File: src/rtl/gcd_arbiter.sv
// rtl/gcd_arbiter.sv - two-port round-robin arbiter and sequencer for a shared GCD datapath
module gcd_arbiter #(
  parameter int TIMEOUT = 1024
) (
  input  logic       clk,
  input  logic       rst_n,
  input  logic       req0,
  input  logic       req1,
  input  logic [3:0] a0,
  input  logic [3:0] b0,
  input  logic [3:0] a1,
  input  logic [3:0] b1,
  output logic       gnt0,
  output logic       gnt1,
  output logic       vld0,
  output logic       vld1,
  output logic [3:0] res,
  output logic       err,
  output logic       gcd_start,
  output logic [3:0] gcd_a,
  output logic [3:0] gcd_b,
  input  logic       gcd_done,
  input  logic [3:0] gcd_res,
  output logic       busy,
  output logic       owner
);

  localparam int TW = $clog2(TIMEOUT) + 1;

  typedef enum logic [1:0] {
    S_IDLE  = 2'd0,
    S_ISSUE = 2'd1,
    S_WAIT  = 2'd2,
    S_RESP  = 2'd3
  } state_e;

  state_e          state_q, state_d;
  logic            lp_q, lp_d;
  logic            owner_q, owner_d;
  logic            gnt0_q, gnt0_d, gnt1_q, gnt1_d;
  logic            vld0_q, vld0_d, vld1_q, vld1_d;
  logic [3:0]      res_q, res_d;
  logic            err_q, err_d;
  logic            start_q, start_d;
  logic [3:0]      opa_q, opa_d, opb_q, opb_d;
  logic [TW-1:0]   timer_q, timer_d;

  logic            win;
  logic [3:0]      win_a, win_b;

  // Round-robin winner: a tie goes to the requester not served last.
  always_comb begin
    win   = (req0 && req1) ? ~lp_q : req1;
    win_a = win ? a1 : a0;
    win_b = win ? b1 : b0;
  end

  // Next-state and registered-output logic for the job sequencer.
  always_comb begin
    state_d = state_q;
    lp_d    = lp_q;
    owner_d = owner_q;
    gnt0_d  = 1'b0;
    gnt1_d  = 1'b0;
    vld0_d  = 1'b0;
    vld1_d  = 1'b0;
    res_d   = res_q;
    err_d   = err_q;
    start_d = 1'b0;
    opa_d   = opa_q;
    opb_d   = opb_q;
    timer_d = timer_q;

    case (state_q)
      S_IDLE: begin
        if (req0 || req1) begin
          owner_d = win;
          opa_d   = win_a;
          opb_d   = win_b;
          gnt0_d  = ~win;
          gnt1_d  = win;
          if (win_a == 4'd0 || win_b == 4'd0) begin
            // Trivial operands never reach the datapath: gcd(0,x) = x.
            res_d   = (win_a == 4'd0) ? win_b : win_a;
            err_d   = 1'b0;
            vld0_d  = ~win;
            vld1_d  = win;
            state_d = S_RESP;
          end else begin
            start_d = 1'b1;
            state_d = S_ISSUE;
          end
        end
      end
      S_ISSUE: begin
        timer_d = '0;
        state_d = S_WAIT;
      end
      S_WAIT: begin
        if (gcd_done) begin
          res_d   = gcd_res;
          err_d   = 1'b0;
          vld0_d  = ~owner_q;
          vld1_d  = owner_q;
          state_d = S_RESP;
        end else if (timer_q == TW'(TIMEOUT - 1)) begin
          res_d   = 4'd0;
          err_d   = 1'b1;
          vld0_d  = ~owner_q;
          vld1_d  = owner_q;
          state_d = S_RESP;
        end else begin
          timer_d = timer_q + 1'b1;
        end
      end
      S_RESP: begin
        lp_d    = owner_q;
        err_d   = 1'b0;
        state_d = S_IDLE;
      end
      default: state_d = S_IDLE;
    endcase
  end

  // State and output registers; reset abandons any job in flight.
  always_ff @(posedge clk or negedge rst_n) begin
    if (!rst_n) begin
      state_q <= S_IDLE;
      lp_q    <= 1'b1;
      owner_q <= 1'b0;
      gnt0_q  <= 1'b0;
      gnt1_q  <= 1'b0;
      vld0_q  <= 1'b0;
      vld1_q  <= 1'b0;
      res_q   <= 4'd0;
      err_q   <= 1'b0;
      start_q <= 1'b0;
      opa_q   <= 4'd0;
      opb_q   <= 4'd0;
      timer_q <= '0;
    end else begin
      state_q <= state_d;
      lp_q    <= lp_d;
      owner_q <= owner_d;
      gnt0_q  <= gnt0_d;
      gnt1_q  <= gnt1_d;
      vld0_q  <= vld0_d;
      vld1_q  <= vld1_d;
      res_q   <= res_d;
      err_q   <= err_d;
      start_q <= start_d;
      opa_q   <= opa_d;
      opb_q   <= opb_d;
      timer_q <= timer_d;
    end
  end

  assign gnt0      = gnt0_q;
  assign gnt1      = gnt1_q;
  assign vld0      = vld0_q;
  assign vld1      = vld1_q;
  assign res       = res_q;
  assign err       = err_q;
  assign gcd_start = start_q;
  assign gcd_a     = opa_q;
  assign gcd_b     = opb_q;
  assign owner     = owner_q;
  assign busy      = (state_q != S_IDLE);

endmodule
File: config.mk
export PLATFORM = sky130hd
export DESIGN_NAME = gcd_arbiter
export DESIGN_NICKNAME = d
export VERILOG_FILES = /design/src/rtl/gcd_arbiter.sv
export SDC_FILE = /design/constraint.sdc
export NUM_CORES = 1
export LEC_CHECK = 0
export ABC_AREA = 1
export BUFFER_PORTS_ARGS = -buffer_cell sky130_fd_sc_hd__buf_2
export CORE_ASPECT_RATIO = 0.7
export CORE_UTILIZATION = 30
export CTS_CLUSTER_SIZE = 30
export DETAILED_ROUTE_END_ITERATION = 12
export GPL_TIMING_DRIVEN = 0
export PLACE_DENSITY = 0.6
export SLEW_MARGIN = 10
export SYNTH_ARGS = -nofsm -noshare
export SYNTH_HDL_FRONTEND = slang
export SYNTH_SLANG_ARGS = --single-unit
File: constraint.sdc
create_clock -name clk -period 4.1 [get_ports clk]
set_input_delay 0.205 -clock clk [delete_from_list [all_inputs] [get_ports clk]]
set_output_delay 0.205 -clock clk [all_outputs]
set_load 0.005 [all_outputs]
### Word-level counts from Yosys, hierarchy flattened

Index checks and enable logic that the tools add are counted.

* reduce and logical (&&, ||, !) cells: 15
* mux-type cells: 39
* add/sub/neg operators: 1
* equal/unequal tests: 9
* bitwise gates (word level): 3

Operators by type and width (number)
* $mux W4: 7
* $mux W11: 2
* $pmux W11 S2: 1
* $mux W1: 20
* $add A11 B1 Y11 const B: 1
* $eq A11 B10 Y1 const B: 1
* $logic_not A4 Y1: 2
* $mux W2: 4
* $ne A2 B2 Y1 const B: 4
* $pmux W2 S4: 1
* $pmux W4 S2: 1
* $reduce_and A4 Y1: 2
* $reduce_bool A2 Y1: 3
* $eq A2 B2 Y1 const B: 2
* $pmux W1 S2: 2
* $reduce_and A2 Y1: 2
* $ne A3 B3 Y1 const B: 1
* $not A1 Y1: 3
* $pmux W1 S3: 1
* $reduce_and A3 Y1: 1
* $reduce_bool A3 Y1: 1
* $eq A2 B1 Y1 const B: 1
* $logic_not A2 Y1: 1
* $logic_or A1 B1 Y1: 2
* $logic_and A1 B1 Y1: 1

* input bits: 25
* output and inout port bits: 20
* logic and storage cells: 80
* register bits after elaboration: 33

### Logic depth before layout (Yosys ltp)

Gate-level depths: netlist of the first run.

* depth after elaboration: 8
* depth in mapped cells: 11

### Least setup slack after synthesis of the first run

No wires, ideal clock.

* path kind: reg2reg
* from: register state_q[0]
* to: register timer_q[1]
* setup time: 0.121 ns
* cell stages (with the launch flop): 9
* data arrival time: 1.467 ns
* path buffers: 0
* slack: 2.512 ns
* required time: 3.979 ns
* cells stage by stage: dfrtp_1 -> inv_1 -> ha_1 -> inv_1 -> nor2_1 -> nand2_4 -> nand2_2 -> inv_1 -> a22o_1

* word-level cells in the longest chain between the ends: 3
* elaborated cells between the ends (all ways): 7

Ends and longest elaborated chain
* start: declaration: RTL line 37 `state_e state_q, state_d;`
* start signal: assignment: RTL line 142 `state_q <= state_d;`
* $eq A2 B2 Y1 or $eq A2 B1 Y1 (tied branches): RTL line 74 `case (state_q)`
* $ne A2 B2 Y1 (no line) or $reduce_bool A2 Y1 (tied branches)
* $reduce_and A3 Y1 (no line)
* end signal: assignment: RTL line 154 `timer_q <= timer_d;`
* end: declaration: RTL line 46 `logic [TW-1:0] timer_q, timer_d;`

Several ways; a longest one is shown, not always the timed one.
A chain may end at the register's enable or synchronous reset.

### Final worst setup path of the first run

* from: register state_q[0]
* to: register vld0_q, in the netlist vld0

* word-level cells in the longest chain between the ends: 2
* elaborated cells between the ends (all ways): 3

Ends and longest elaborated chain
* $eq A2 B2 Y1 or $logic_not A2 Y1 (tied branches): RTL line 74
* $pmux W1 S2 *: RTL line 74
* net vld0_d: RTL line 41 `logic vld0_q, vld0_d, vld1_q, vld1_d;`
* end signal: assignment: RTL line 147 `vld0_q <= vld0_d;`
* end: declaration: RTL line 41

Mark *: on every way through the listed nets, which the timed path passes. The rest lies on a longest branch.

==> results.py, run 1 <==
metrics = {
    "status": {
        "violations": "negative hold slack",
        "outcome": "finished with violations",
    },
    "synth": {
        "yosys-top-cells-area": "dfrtp_1 (44%), nand2_1 (16%), nor2_1 (5.2%), nand3_1 (5.0%), inv_1 (4.3%)",
        "synth_edf_count": 0,
        "avgSynthCellArea_um2": 7.89,
        "syn-num-nets": 260,
        "synthTopCellsByCount": "nand2_1 (78), dfrtp_1 (32), nor2_1 (25)",
        "async_flop_share_pct": 100,
        "synth_area_mm2": 0.00181,
        "synthCells": 230,
        "yosysTopAreaCellShare_pct": 44.1,
        "synth_top_area_cell": "dfrtp_1",
        "synth-warning-count": 0,
        "yosysSeqAreaShare_pct": 45.6,
        "synth_cell_types": 25,
        "synth-seq-cells": 33,
        "synth_most_common_cell": "nand2_1",
        "yosys_most_used_dff": "dfrtp_1",
    },
    "timing": {
        "setup_tns_ns": 0,
        "drv_slew": 0,
        "relSlewSlack_pct": 51.0,
        "fin_crit_sh_pct": 44.9,
        "worst_pin_slew_ns": 0.735,
        "timing.fmax_ghz": 0.543,
        "setup_violations": 0,
        "rsz0062_at_grt": "no",
        "fin_worst_skew_ns": 0.0119,
        "min_period_ns": 1.84,
        "final.setup.worst_slack_ns": 2.26,
        "hold_ws_ns": -0.0235,
        "finalHoldViolations": 25,
    },
    "setup_path": {
        "worstReg2RegStart": "state_q[0]$_DFFE_PN0P_",
        "cp_cell_sequence": "inv_1, ha_1, inv_1, nor2_4, inv_2, a21oi_1, nand2_1, o21ai_0",
        "rr_worst_depth": 8,
        "slowest_stage": "dfrtp_1",
        "cpLargestDelayFamily": "flip-flops",
        "critPathCaptureType": "flop",
        "max_stage_delay_ns": 0.40,
        "critPathMaxFanout": 10,
        "reg2reg_slack_ns": 2.26,
        "cp_common_cell": "inv_1",
        "r2r-end": "vld0$_DFF_PN0_",
        "worst_ep_arrival_time_ns": 2.04,
        "critical_path_class": "flop to flop",
        "critPathLaunchType": "flop",
        "cp-startpoint": "state_q[0]$_DFFE_PN0P_",
        "worstPathRequired_ns": 4.30,
        "crit_buf_inv": 3,
    },
    "pwr": {
        "peakVddDrop_mv": 0.170,
        "p_leak_nw": 1.18,
        "power.density_mw_per_mm2": 618,
    },
    "floorplan": {
        "dieWidth_um": 94.9,
        "fp-row-count": 23,
        "die_area_mm2": 0.00637,
        "die-height_um": 67.1,
        "design.core.area_mm2": 0.00578,
        "start_util_pct": 31.4,
        "io_pins": 45,
    },
    "route": {
        "wl_per_cell_um": 11.3,
        "dr.first_iter.drc_count": 62,
        "via_per_inst": 4.45,
        "totalWireLength_mm": 4.02,
        "first_pass_iters": 4,
        "drc_errors": 0,
        "num_vias": 1587,
        "ant_nets": 0,
    },
    "global_routing": {
        "grt_pass1_vias": 1546,
        "grt_max_degree": 34,
        "grt_usage_pct": 14.5,
        "antenna_found_initial": 0,
        "overflow": 0,
        "grt_pass1_wl_mm": 6.98,
    },
    "place": {
        "place_hpwl_mm": 3.17,
        "gp_congestion": 0.779,
        "post-place-ws_ns": 2.27,
        "io_buffers": 44,
    },
    "hold_path": {
        "hp-class": "input pin to asynchronous set/reset pin",
    },
    "finish": {
        "layout.nets": 311,
        "drive_gt1_share_pct": 24.5,
        "antennaDiodeCount": 0,
        "area.growth.synth_to_final_pct": 22.3,
    },
    "clocking": {
        "post_cts_buffers": 0,
        "clk-insertion-delay-late_ns": 0.28,
        "h-tree-depth": 2,
        "cts.sinks": 33,
        "clk_path_buf_depth": 2,
        "cts-resized-gates": 0,
        "cts.clk_slew.worst_paths_ns": 0.07,
        "cts_made_buffers": 5,
        "cts_hold_buf": 0,
        "cts_tree": "built",
        "root_buffer": "clkbuf_8",
    },
    "flow_run": {
        "maxCapViolations": 0,
    },
}
-- where the power goes --
group          internal (W)  switching, W
combinational      0.000234      0.000377
sequential         0.000440     0.0000692
clock              0.000137      0.000113
-- layout make-up --
cell class                      count  area, um2
Buffer                              1       11.3
Clock buffer                        8       90.1
Tap cell                           75       93.8
Inverter                           23       88.8
Fill cell                         595       3570
Timing Repair Buffer               44        220
Multi-Input combinational cell    173        887
Sequential cell                    33        827
-- cells by family after synthesis --
kind of cell | after synthesis | share of synthesized area [%]
simple gates | 138 | 35.7
flops | 33 | 45.6
compound gates | 29 | 9.31
buf+inv | 24 | 5.52
fa+ha+maj | 5 | 3.45
xor+xnor | 1 | 0.483
-- worst max-delay path by stage --
stage / slack [ns] / endpoint / cells past startpoint
finish: 2.26 / vld0$_DFF_PN0_ / 8
global placement: 2.28 / timer_q[1]$_DFFE_PN0P_ / 8
global route: 2.06 / vld0$_DFF_PN0_ / 8
detailed placement: 2.27 / timer_q[1]$_DFFE_PN0P_ / 8
CTS: 2.25 / timer_q[1]$_DFFE_PN0P_ / 8
floorplan: 2.51 / timer_q[1]$_DFFE_PN0P_ / 8
-- worst reg2reg max path, cell delays in order, from the launching register on --
cell and delay, ns:
dfrtp_1 0.40, inv_1 0.11, ha_1 0.30, inv_1 0.14, nor2_4 0.26, inv_2 0.14
a21oi_1 0.26, nand2_1 0.09, o21ai_0 0.07
-- through the flow --
stage / hold WS (ns) / instances / area, um2 / total power, W / util [%]
after floorplan: -0.0906 / 230 / 1810 / 0.000930 / -
after global placement: 0.317 / 349 / 2130 / 0.00113 / 36.8
after detailed placement: 0.318 / 349 / 2130 / 0.00113 / 36.8
after CTS: 0.000963 / 357 / 2220 / 0.00139 / 38.4
after global routing: 0.0333 / 357 / 2220 / 0.00151 / 38.4
final: -0.0235 / 357 / 2220 / 0.00137 / 38.4
-- cells in the final DEF, fill, tap and decap left out --
master and instances:
buf_2 44, nand3b_1 1, inv_1 21, nand4_2 1, nand2_4 4, a21oi_1 10
nor2_4 5, a31oi_1 4, inv_4 1, inv_2 1, dfrtp_1 32, o21bai_1 3
a22o_1 1, ha_1 5, nand2_2 4, nand3_4 1, nand2_1 78, o211ai_1 1
xor2_1 1, dfstp_2 1, buf_6 1, o21a_1 2, o21ai_0 8, nand3_1 18
clkbuf_1 2, nor2_1 25, clkbuf_8 6, nand4_1 1
-- metal layers --
metal	wire length (um)	up-vias	track usage [%]	share of wire [%]
met5	0	-	0	0
met4	14	0	4.55	0.35
met3	117	2	3.20	2.9
met2	1630	28	20.9	40
met1	2260	726	21.3	56
li1	-	831	-	-
-- flip-flops by register name, indices dropped and copies added, names as in the netlist, 2 cells and up --
register  count
timer_q      11
gcd_a         4
gcd_b         4
res           4
state_q       2
Note: power is estimated with default switching activity, not from simulation.
==> run 2: changes to the inputs <==
PLACE_DENSITY = 0.62   (was 0.6)
clock period = 1.6 ns   (was 4.1 ns; I/O delays follow)
==> run 2 against run 1 <==
  * The run ends with negative setup slack left
  * Non-clock buffer count rose by 18
  * Cell count is 5.6% higher
  * Fmax is 15% higher
  * Global-route usage rose by 1.4 points
  * Die area unchanged
  * Critical path type unchanged
  * Largest cell class unchanged
==> results.py, run 2 (synthesized netlist as in run 1, its figures left out) <==
metrics = {
    "timing": {
        "final.setup.worst_slack_ns": -0.00490,
        "drv_slew": 0,
        "setup_violations": 1,
        "rsz0062_at_grt": "yes",
        "hold_ws_ns": 0.0749,
        "relSlewSlack_pct": 51.1,
        "finalHoldViolations": 0,
        "timing.fmax_ghz": 0.623,
        "fin_worst_skew_ns": 0.00443,
        "fin_crit_sh_pct": 100,
        "min_period_ns": 1.60,
        "worst_pin_slew_ns": 0.733,
    },
    "status": {
        "outcome": "finished with violations",
        "violations": "negative setup slack",
    },
    "setup_path": {
        "critical_path_class": "flop to flop",
        "critPathCaptureType": "flop",
        "worst_ep_arrival_time_ns": 1.78,
        "critPathLaunchType": "flop",
        "r2r-end": "res[3]$_DFFE_PN0P_",
        "critPathMaxFanout": 6,
        "worstReg2RegStart": "lp_q$_DFFE_PN1N_",
        "rr_worst_depth": 11,
        "reg2reg_slack_ns": -0.005,
        "worstPathRequired_ns": 1.77,
    },
    "floorplan": {
        "dieWidth_um": 94.9,
        "fp-row-count": 23,
        "design.core.area_mm2": 0.00578,
        "start_util_pct": 31.4,
        "io_pins": 45,
        "die-height_um": 67.1,
        "die_area_mm2": 0.00637,
    },
    "clocking": {
        "cts.clk_slew.worst_paths_ns": 0.07,
        "cts.sinks": 33,
        "root_buffer": "clkbuf_8",
        "clk_path_buf_depth": 2,
        "clk-insertion-delay-late_ns": 0.28,
        "cts_made_buffers": 5,
        "h-tree-depth": 2,
        "cts_tree": "built",
    },
    "place": {
        "place_hpwl_mm": 3.25,
        "io_buffers": 44,
        "gp_congestion": 0.801,
        "dp.cells": 349,
    },
    "global_routing": {
        "antenna_found_initial": 0,
        "grt_max_degree": 34,
        "grt_pass1_vias": 1702,
        "grt_pass1_wl_mm": 7.66,
        "overflow": 0,
        "grt_usage_pct": 15.9,
    },
    "route": {
        "num_vias": 1732,
        "wl_per_cell_um": 12.1,
        "via_per_inst": 4.59,
        "dr.first_iter.drc_count": 78,
        "ant_nets": 0,
        "first_pass_iters": 4,
        "totalWireLength_mm": 4.57,
        "drc_errors": 0,
    },
    "finish": {
        "area.growth.synth_to_final_pct": 38.9,
        "regMostFlops": "timer_q",
        "drive_gt1_share_pct": 39.7,
        "mostFrequentLayoutCells": "nand2_1 (63), buf_2 (44), dfrtp_1 (30), nor2_1 (21)",
        "seqCellArea_um2": 830,
        "fillers": 579,
        "antennaDiodeCount": 0,
        "mostFrequentLayoutCell": "nand2_1",
        "largest_reg_flops": 11,
        "instances_no_fill": 377,
        "layout.nets": 331,
        "multi_input_area_mm2": 0.00103,
    },
    "hold_path": {
        "hold_depth": 3,
        "whs_endpoint": "gcd_b[0]$_DFFE_PN0P_",
        "worstHoldStart": "b0[0]",
        "hp-class": "input pin to flop",
    },
    "flow_run": {
        "maxCapViolations": 0,
    },
    "pwr": {
        "pwr-share-clk_pct": 17.3,
        "p_leak_nw": 1.29,
        "p_seq_share_pct": 33.4,
        "comb_power_share_pct": 49.3,
        "p_int_w": 0.00233,
        "p_total_w": 0.00397,
        "p_sw_share_pct": 41.3,
        "power.density_mw_per_mm2": 1580,
        "p_sw_w": 0.00164,
        "peakVddDrop_mv": 0.505,
    },
}
[run 2: worst max path at each step]
stage / from / end / slack (ns)
2_1_floorplan: state_q[0]$_DFFE_PN0P_ / timer_q[1]$_DFFE_PN0P_ / 0.01
3_3_place_gp: state_q[0]$_DFFE_PN0P_ / timer_q[1]$_DFFE_PN0P_ / -0.23
3_5_place_dp: state_q[0]$_DFFE_PN0P_ / timer_q[1]$_DFFE_PN0P_ / -0.27
4_1_cts: lp_q$_DFFE_PN1N_ / res[3]$_DFFE_PN0P_ / 0.003
5_1_grt: lp_q$_DFFE_PN1N_ / res[2]$_DFFE_PN0P_ / -0.11
6_report: lp_q$_DFFE_PN1N_ / res[3]$_DFFE_PN0P_ / -0.005
[run 2: critical path: stages (launching register included)]
cell and delay, ns:
dfstp_2 0.58, nand2_4 0.12, nand2_4 0.12, nand2_1 0.07, nand2_2 0.09, nor2_4 0.05, nand2_2 0.10, nand3_4 0.11
nand2_4 0.11, inv_4 0.04, nand2_1 0.06, nand2_1 0.05
[run 2: what timing repair did]
item	4_1_cts	5_1_grt
pin swaps	6	5
gates resized for setup	27	14
endpoints found under the setup margin	24	15
gates cloned	2	0
endpoints found under the hold margin	32	0
setup buffers	10	7
hold buffers	1	0
[run 2: stage by stage]
| stage | setup slack (ns) | setup TNS (ns) | instance area [um2] | utilization, % |
|---|---|---|---|---|
| after floorplan | 0.0123 | 0 | 1810 | - |
| after global placement | -0.232 | -2.60 | 2130 | 36.8 |
| after detailed placement | -0.268 | -3.43 | 2130 | 36.8 |
| after CTS | 0.00303 | 0 | 2430 | 42.0 |
| after global routing | -0.113 | -0.510 | 2520 | 43.6 |
| final | -0.00490 | -0.00490 | 2520 | 43.6 |
[run 2: metal layers]
metal  GRT usage, %  part of all wire [%]  vias up
met4           5.11                  0.98        0
met5              0                     0        -
met3           2.85                   4.3        6
met2           23.8                    42       42
li1               -                     -      884
met1           23.0                    53      800
[run 2: power by group through the flow]
stage,sequential (W),combinational [W],clock (W)
floorplan,0.00132,0.00106,0
global placement,0.00132,0.00156,0
detailed placement,0.00132,0.00160,0
CTS,0.00133,0.00182,0.000703
global route,0.00136,0.00219,0.000742
finish,0.00133,0.00196,0.000688
[run 2: layout make-up]
class / instances / share of cell area [%]
inverter: 23 / 3.62
tap: 75 / 3.72
sequential: 33 / 32.9
clock buffer: 7 / 3.82
buffer: 1 / 0.447
multi-input combinational: 175 / 41.1
timing repair buffer: 62 / 14.2
clock inverter: 1 / 0.199
==> run 3: changes to the inputs <==
CORE_MARGIN = 4   (was unset)
==> run 3 against run 2 <==
  * Largest power group unchanged
  * Non-clock buffer count increased by 4
  * Cell area increased by 4.7%
  * Via count increased by 0.81%
  * The run still ends with negative setup slack left
  * Largest cell class unchanged
  * Clock-buffer cell count increased by 1
  * Highest routed layer unchanged
  * Register-to-register slack got worse by 0.06 ns
==> results.py, run 3 (synthesized netlist as in run 1, its figures left out) <==
metrics = {
    "status": {
        "outcome": "finished with violations",
        "violations": "negative setup slack",
    },
    "finish": {
        "fin_util_pct": 45.6,
        "layout.nets": 335,
        "largest_reg_flops": 11,
        "final_cell_area_mm2": 0.00264,
        "area.growth.synth_to_final_pct": 45.4,
        "mostFrequentLayoutCell": "nand2_1",
        "drive_gt1_share_pct": 41.5,
        "instances_no_fill": 381,
        "regMostFlops": "timer_q",
        "antennaDiodeCount": 0,
        "mostFrequentLayoutCells": "nand2_1 (57), buf_2 (44), dfrtp_1 (32), nor2_1 (22)",
    },
    "place": {
        "placed_area_mm2": 0.00213,
        "place_hpwl_mm": 3.29,
        "dp.cells": 349,
        "io_buffers": 44,
        "gp_congestion": 0.766,
    },
    "route": {
        "first_pass_iters": 4,
        "ant_nets": 0,
        "totalWireLength_mm": 4.95,
        "num_vias": 1746,
        "drc_errors": 0,
        "dr.first_iter.drc_count": 74,
        "wl_per_cell_um": 13.0,
        "via_per_inst": 4.58,
    },
    "pwr": {
        "peakVddDrop_mv": 0.554,
        "p_leak_nw": 1.34,
        "power.density_mw_per_mm2": 1570,
    },
    "clocking": {
        "h-tree-depth": 2,
        "cts.sinks": 33,
        "root_buffer": "clkbuf_8",
        "cts.clk_slew.worst_paths_ns": 0.07,
        "cts_made_buffers": 5,
        "clk-insertion-delay-late_ns": 0.29,
        "cts_tree": "built",
        "clk_path_buf_depth": 2,
    },
    "timing": {
        "worst_pin_slew_ns": 0.735,
        "fin_worst_skew_ns": 0.0125,
        "setup_tns_ns": -0.249,
        "fin_crit_sh_pct": 104,
        "setup_violations": 5,
        "relSlewSlack_pct": 51.0,
        "min_period_ns": 1.66,
        "rsz0062_at_grt": "yes",
        "drv_slew": 0,
        "timing.fmax_ghz": 0.601,
        "hold_ws_ns": 0.0650,
        "final.setup.worst_slack_ns": -0.0648,
        "finalHoldViolations": 0,
    },
    "setup_path": {
        "rr_worst_depth": 10,
        "cp-startpoint": "lp_q$_DFFE_PN1N_",
        "timing.critical_path.to": "err$_DFFE_PN0P_",
        "critical_path_class": "flop to flop",
        "cp_common_cell": "nand2_1",
        "max_stage_delay_ns": 0.63,
        "worstPathRequired_ns": 1.79,
        "worst_ep_arrival_time_ns": 1.85,
        "r2r-end": "err$_DFFE_PN0P_",
        "cpLargestDelayFamily": "simple AND/OR/NAND/NOR gates",
        "critPathCaptureType": "flop",
        "cp_num_cells": 10,
        "worstReg2RegStart": "lp_q$_DFFE_PN1N_",
        "crit_buf_inv": 1,
        "critPathLaunchType": "flop",
        "slowest_stage": "dfstp_2",
        "reg2reg_slack_ns": -0.06,
        "cp_cell_sequence": "nand2_8, nand3_1, nand2_2, nor2_1, nand2_2, nand3_4, buf_12, nand2_1, nand2_1, nand2_1",
        "critPathMaxFanout": 6,
    },
    "hold_path": {
        "hp-class": "input pin to flop",
    },
    "floorplan": {
        "start_util_pct": 31.4,
        "fp-row-count": 23,
        "io_pins": 45,
        "die_area_mm2": 0.00738,
        "design.core.area_mm2": 0.00578,
        "die-height_um": 73.1,
        "dieWidth_um": 101,
    },
    "global_routing": {
        "overflow": 0,
        "antenna_found_initial": 0,
        "grt_pass1_wl_mm": 7.73,
        "grt_pass1_vias": 1671,
        "grt_usage_pct": 13.1,
        "grt_max_degree": 34,
    },
    "flow_run": {
        "maxCapViolations": 0,
    },
}
==> run 3: worst min path at each step <==
stage / cells past startpoint / startpoint / endpoint
finish: 3 / b0[1] / gcd_b[1]$_DFFE_PN0P_
global route: 3 / b0[1] / gcd_b[1]$_DFFE_PN0P_
CTS: 3 / b0[3] / gcd_b[3]$_DFFE_PN0P_
detailed placement: 1 / rst_n / timer_q[4]$_DFFE_PN0P_
global placement: 1 / rst_n / timer_q[4]$_DFFE_PN0P_
floorplan: 0 / rst_n / err$_DFFE_PN0P_
==> run 3: cell type report <==
type / count / area (um2)
multi-input cells: 175 / 1090
flip-flops and latches: 33 / 827
plain buffers: 1 / 11.3
inverters: 23 / 93.8
repair buffers: 66 / 429
clock buffers: 8 / 90.1
well taps: 75 / 93.8
fillers: 589 / 3150
==> run 3: where the power goes <==
part	internal (W)	switching [W]	leakage, nW
registers	0.00113	0.000196	0.423
logic	0.000944	0.00123	0.868
clock network	0.000351	0.000305	0.0455
total	0.00242	0.00173	1.34
==> run 3: what timing repair did <==
action	CTS	global route
hold buffers	1	0
gates resized for setup	14	40
setup endpoints to repair	24	17
cloned	1	1
setup buffers	8	13
endpoints found under the hold margin	32	0
pin swaps	4	26
==> run 3: metal layers <==
layer	GRT usage [%]	vias to the layer above	share of wire, %
li1	-	893	-
met1	19.6	799	50
met2	19.3	49	44
met3	2.29	5	4.7
met4	3.54	0	0.97
met5	0	-	0
==> run 3: per-stage QoR <==
| stage | total power, W | worst slack [ns] |
|---|---|---|
| after global routing | 0.00450 | -0.165 |
| after floorplan | 0.00238 | 0.0123 |
| after detailed placement | 0.00292 | -0.243 |
| final | 0.00415 | -0.0648 |
| after CTS | 0.00381 | -0.0134 |
| after global placement | 0.00289 | -0.236 |
==> run 3: tightest hold or removal path, delay by kind of cell <==
kind | cells | cell delay [ns]
AOI/OAI and AO/OA | 1 | 0.06
buffers and inverters | 1 | 0.11
and+or+nand+nor | 1 | 0.06
